### src/rtl/fft_cbfp_exp_calc.sv
// fft_cbfp_exp_calc: CBFP block exponent (min leading-sign count) with clamp and history
module fft_cbfp_exp_calc #(
  parameter int DIN_W       = 23,
  parameter int LANES       = 16,
  parameter int BLOCK_BEATS = 4,
  parameter int HIST_DEPTH  = 4,
  parameter int MAX_SHIFT   = 12,
  parameter int EXP_W       = $clog2(DIN_W)
) (
  input  logic                                clk,
  input  logic                                rst,
  input  logic                                valid_in,
  input  logic                                flush,
  input  logic [LANES-1:0][DIN_W-1:0]         din_re,
  input  logic [LANES-1:0][DIN_W-1:0]         din_im,
  output logic                                exp_valid,
  output logic [EXP_W-1:0]                    exp_out,
  output logic [EXP_W-1:0]                    exp_raw,
  output logic [HIST_DEPTH-1:0][EXP_W-1:0]    exp_hist,
  output logic [15:0]                         blk_cnt,
  output logic                                busy
);
  localparam int CNT_W = BLOCK_BEATS > 1 ? $clog2(BLOCK_BEATS) : 1;
  localparam logic [EXP_W-1:0] MAX_E = EXP_W'(MAX_SHIFT);
  logic [CNT_W-1:0] cnt;
  logic             s1_valid, s1_last, s1_first, last_beat;
  logic [EXP_W-1:0] s1_min, beat_min, acc, blk_min, blk_clamp;
  function automatic logic [EXP_W-1:0] lsc(input logic [DIN_W-1:0] x);
    logic run;
    lsc = '0;
    run = 1'b1;
    for (int i = DIN_W-2; i >= 0; i--) begin
      run = run & (x[i] == x[DIN_W-1]);
      lsc = lsc + EXP_W'(run);
    end
  endfunction
  // minimum leading-sign count across every real and imaginary lane of the beat
  always_comb begin
    beat_min = EXP_W'(DIN_W-1);
    for (int l = 0; l < LANES; l++) begin
      beat_min = lsc(din_re[l]) < beat_min ? lsc(din_re[l]) : beat_min;
      beat_min = lsc(din_im[l]) < beat_min ? lsc(din_im[l]) : beat_min;
    end
  end
  assign last_beat = cnt == CNT_W'(BLOCK_BEATS-1);
  assign blk_min   = (s1_first || s1_min < acc) ? s1_min : acc;
  assign blk_clamp = blk_min > MAX_E ? MAX_E : blk_min;
  assign busy      = (cnt != '0) || (s1_valid && !s1_last);
  // stage 1: register the beat minimum and track the position within the block
  always_ff @(posedge clk or posedge rst) begin
    if (rst) begin
      cnt      <= '0;
      s1_valid <= 1'b0;
      s1_last  <= 1'b0;
      s1_first <= 1'b0;
      s1_min   <= '0;
    end else if (flush) begin
      cnt      <= '0;
      s1_valid <= 1'b0;
    end else begin
      s1_valid <= valid_in;
      if (valid_in) begin
        s1_min   <= beat_min;
        s1_last  <= last_beat;
        s1_first <= cnt == '0;
        cnt      <= last_beat ? '0 : cnt + 1'b1;
      end
    end
  end
  // stage 2: fold beats into the block minimum and publish it on the last beat
  always_ff @(posedge clk or posedge rst) begin
    if (rst) begin
      acc       <= '0;
      exp_valid <= 1'b0;
      exp_out   <= '0;
      exp_raw   <= '0;
      exp_hist  <= '0;
      blk_cnt   <= '0;
    end else begin
      exp_valid <= 1'b0;
      if (flush) begin
        acc <= '0;
      end else if (s1_valid) begin
        acc <= blk_min;
        if (s1_last) begin
          exp_raw   <= blk_min;
          exp_out   <= blk_clamp;
          exp_valid <= 1'b1;
          blk_cnt   <= blk_cnt + 16'd1;
          exp_hist[0] <= blk_clamp;
          for (int i = HIST_DEPTH-1; i > 0; i--) exp_hist[i] <= exp_hist[i-1];
        end
      end
    end
  end
endmodule

### config.mk
export PLATFORM = sky130hd
export DESIGN_NAME = fft_cbfp_exp_calc
export DESIGN_NICKNAME = d
export VERILOG_FILES = /design/src/rtl/fft_cbfp_exp_calc.sv
export SDC_FILE = /design/constraint.sdc
export NUM_CORES = 2
export LEC_CHECK = 0
export CAP_MARGIN = 5
export CORE_AREA = 2 2 310 312
export CTS_BUF_LIST = sky130_fd_sc_hd__clkbuf_4 sky130_fd_sc_hd__clkbuf_8 sky130_fd_sc_hd__clkbuf_16
export CTS_CLUSTER_DIAMETER = 200
export DETAILED_ROUTE_END_ITERATION = 7
export DIE_AREA = 0 0 312 314
export MAX_ROUTING_LAYER = met4
export PLACE_DENSITY = 0.63
export SYNTH_ARGS = -nofsm -noshare
export SYNTH_HDL_FRONTEND = slang
export SYNTH_SLANG_ARGS = --single-unit
### constraint.sdc
create_clock -name clk -period 2.9 [get_ports clk]
set_input_delay 0.58 -clock clk [delete_from_list [all_inputs] [get_ports clk]]
set_output_delay 0.58 -clock clk [all_outputs]
set_load 0.02 [all_outputs]
==> run summary <==
### Status
* **run status** complete, but fails checks
* **violated checks** negative setup slack

### Finish
* **layout net count** 8429
* **fraction of final layout cells with drive strength greater than 1** 0.292
* **multi-input gate area in the final layout** 35000 µm²
* **growth of design area from synthesis to finish** 62.4%
* **Filler cells** 8345
* **sequential cell area** 1430 µm²

### Critical path
* **arrival time at the worst endpoint** 40.82 ns
* **critical path class** primary input to flop
* **data required time at the worst endpoint** 3.15 ns
* **Worst Setup Start Kind** primary input
* **capturing element type of the critical path** flop
* **Largest stage delay, worst path** 0.52 ns
* **crit-path most repeated cell** sky130_fd_sc_hd__ha_4
* **crit-path max FO** 8
* **critical-path cell with the highest stage delay** sky130_fd_sc_hd__fa_1

### Floorplan
* **Core Footprint** 94400 µm²
* **number of core rows** 113
* **die outline width** 312 µm
* **Initial Utilization** 0.394
* **I/O pin cnt** 788
* **Die Ht** 314 µm
* **Die Outline Area** 98000 µm²

### Detailed routing
* **routed length per placed instance** 16.1 µm
* **drt first-iter violations** 1772
* **total number of vias** 42154
* **first drt pass iteration count** 6
* **Routed WL** 133000 µm
* **remaining antenna violation count** 0
* **DR vias/cell** 5.11
* **drc violations** 0

### STA
* **final number of setup-violating endpoints** 5
* **post-route minimum period** 40.57 ns
* **Slew Limit Headroom** 0.256
* **fmax** 24.7 MHz
* **worst path setup slack after routing** -37.67 ns
* **Final Skew** 0.00832 ns
* **sum of negative setup slack** -188.06 ns
* **post-route clock period utilization** 14.0
* **number of slew-limit violations in the final report** 0
* **final hold violations** 0
* **actual transition at the worst max-transition pin** 1.11 ns
* **RSZ-0062 raised after global routing** true

### Synthesis
* **most common library cells after synthesis** 457 x sky130_fd_sc_hd__inv_1, 453 x sky130_fd_sc_hd__nand2_1, 449 x sky130_fd_sc_hd__fa_1, 334 x sky130_fd_sc_hd__xnor2_1
* **Async SR Flop Fraction** 1.00
* **dominant cell by count in the synthesized netlist** sky130_fd_sc_hd__inv_1
* **leading area contributor after synthesis** sky130_fd_sc_hd__fa_1
* **yosys synthesis warning count** 0
* **Yosys cell types** 149
* **Post-Synthesis Cells** 4648
* **share of the synthesized area in the top cell type** 0.242
* **post-synthesis instance area** 37200 µm²
* **mean area per synthesized cell** 8.00 µm²
* **leading post-synthesis cells by cell area** sky130_fd_sc_hd__fa_1 24%, sky130_fd_sc_hd__ha_1 9.2%, sky130_fd_sc_hd__xnor2_1 7.9%
* **sequential fraction of the synthesis area** 0.0384
* **number of synthesized register bits** 57
* **most frequently used flop master after synthesis** sky130_fd_sc_hd__dfrtp_1
* **synthesized netlist net count** 6111
* **number of synthesized flops with an enable pin** 0

### Global route
* **busiest layer in global routing** met2
* **met1 Use GR** 0.320
* **maximum number of pins on one net before global-route repair** 33
* **sum of overflow across all layers after global routing** 0
* **vias in the first global route** 43170
* **Global Route met2 Usage** 0.489
* **global-route track usage on met3** 0.0370
* **Tot GR Track Use** 0.273
* **wire length of the first global-routing pass** 214000 µm
* **antenna violations before repair** 20

### CTS
* **number of buffers added by the clock tree synthesis step** 9
* **maximum level of the CTS H-tree** 3
* **buffer cell driving the clock tree root** sky130_fd_sc_hd__clkbuf_16
* **CTS max path bufs** 2
* **insertion delay to the later sink of the worst-skew pair** 0.33 ns
* **clock tree from TritonCTS** built
* **clock-pin transition on the worst setup and hold timing paths** 0.05 ns
* **hold-fix buffer count after cts** 0
* **number of sinks driven by the clock tree** 57

### Run
* **number of violations of the max-capacitance limit** 0

### Placement
* **Port-buffer cells** 787
* **routability congestion estimate from global placement** 0.957
* **post-placement worst setup slack** -39.65 ns
* **Post-DP HPWL** 117000 µm

### Min path
* **Hold Crit Class** flop to flop

## final timing paths
check,start,endpoint,slack [ns],depth (start not counted)
worst max-delay path,din_im[20],s1_min[2],-37.67,221
worst min-delay path,exp_hist[17],exp_hist[17],0.48,2
worst max register to register,acc[1],exp_hist[1],0.58,12
worst min register to register,exp_hist[17],exp_hist[17],0.48,2
max in group asynchronous,rst,exp_raw[1],1.63,3
min in group asynchronous,rst,exp_hist[15],0.60,2
## cells in the final DEF (no fill, tap or decap), types with 62 or more instances in the layout
| master | instances |
|---|---|
| sky130_fd_sc_hd__xnor2_1 | 333 |
| sky130_fd_sc_hd__fa_1 | 447 |
| sky130_fd_sc_hd__mux2i_1 | 62 |
| sky130_fd_sc_hd__inv_1 | 446 |
| sky130_fd_sc_hd__a21o_1 | 97 |
| sky130_fd_sc_hd__clkdlybuf4s50_1 | 774 |
| sky130_fd_sc_hd__nand2_1 | 441 |
| sky130_fd_sc_hd__nor2_1 | 223 |
| sky130_fd_sc_hd__a21oi_1 | 159 |
| sky130_fd_sc_hd__xor2_1 | 73 |
| sky130_fd_sc_hd__nor3_1 | 109 |
| sky130_fd_sc_hd__and2_1 | 62 |
| sky130_fd_sc_hd__or3_1 | 242 |
| sky130_fd_sc_hd__a21boi_0 | 160 |
| sky130_fd_sc_hd__buf_4 | 1639 |
| sky130_fd_sc_hd__ha_1 | 244 |
| sky130_fd_sc_hd__nand3_1 | 271 |
| sky130_fd_sc_hd__o21ai_0 | 157 |
| sky130_fd_sc_hd__and3_1 | 97 |
## metrics by stage
step | utilization | instances | hold WS [ns] | cell area (µm²)
after floorplan | - | 4648 | 0.446 | 37800
after global placement | 0.614 | 8085 | 0.458 | 58000
after detailed placement | 0.614 | 8085 | 0.469 | 58000
after CTS | 0.632 | 8200 | 0.483 | 59700
after global routing | 0.640 | 8255 | 0.511 | 60400
final | 0.640 | 8256 | 0.484 | 60400
## repair_timing
item / in CTS / in global routing
buffers inserted: 102 / 35
pin swaps: 175 / 72
setup endpoints to repair: 5 / 5
gates resized for setup: 160 / 71
## state kept, by name, indices dropped and copies added, names as in the netlist
name and count:
exp_hist 20, blk_cnt 16, acc 5, exp_raw 5, s1_min 5, cnt 2, exp_valid 1, s1_first 1
s1_last 1, s1_valid 1
## logic make-up after synthesis
logic type / synth area share
adders and majority gates: 0.339
AOI/OAI and AO/OA: 0.207
DFF: 0.0384
xor gates and xnor gates: 0.0958
buffers and inverters: 0.0615
and+or+nand+nor: 0.233
muxes: 0.0256
## metal layers
layer	share of wire	vias to the layer above
li1	-	21033
met1	0.42	20091
met2	0.51	848
met3	0.045	182
met4	0.027	0
met5	0	-
## area by class of cell
type | count | share of cell area
multi-input combinational | 4006 | 0.580
timing repair buffer | 2433 | 0.335
inverter | 459 | 0.0285
tap | 1265 | 0.0262
sequential | 57 | 0.0236
clock buffer | 12 | 0.00420
clock inverter | 3 | 0.00108
antenna | 21 | 0.000870
## worst max-delay path: cells and delay by family
kind / cells / cell delay (ns)
simple gates: 63 / 9.96
buf+inv: 16 / 1.52
fa+ha+maj: 35 / 10.04
mux: 9 / 2.47
compound gates: 98 / 16.18
Power is not shown: default switching activity piles up to over one toggle a cycle in this logic, so the estimate is an artifact.
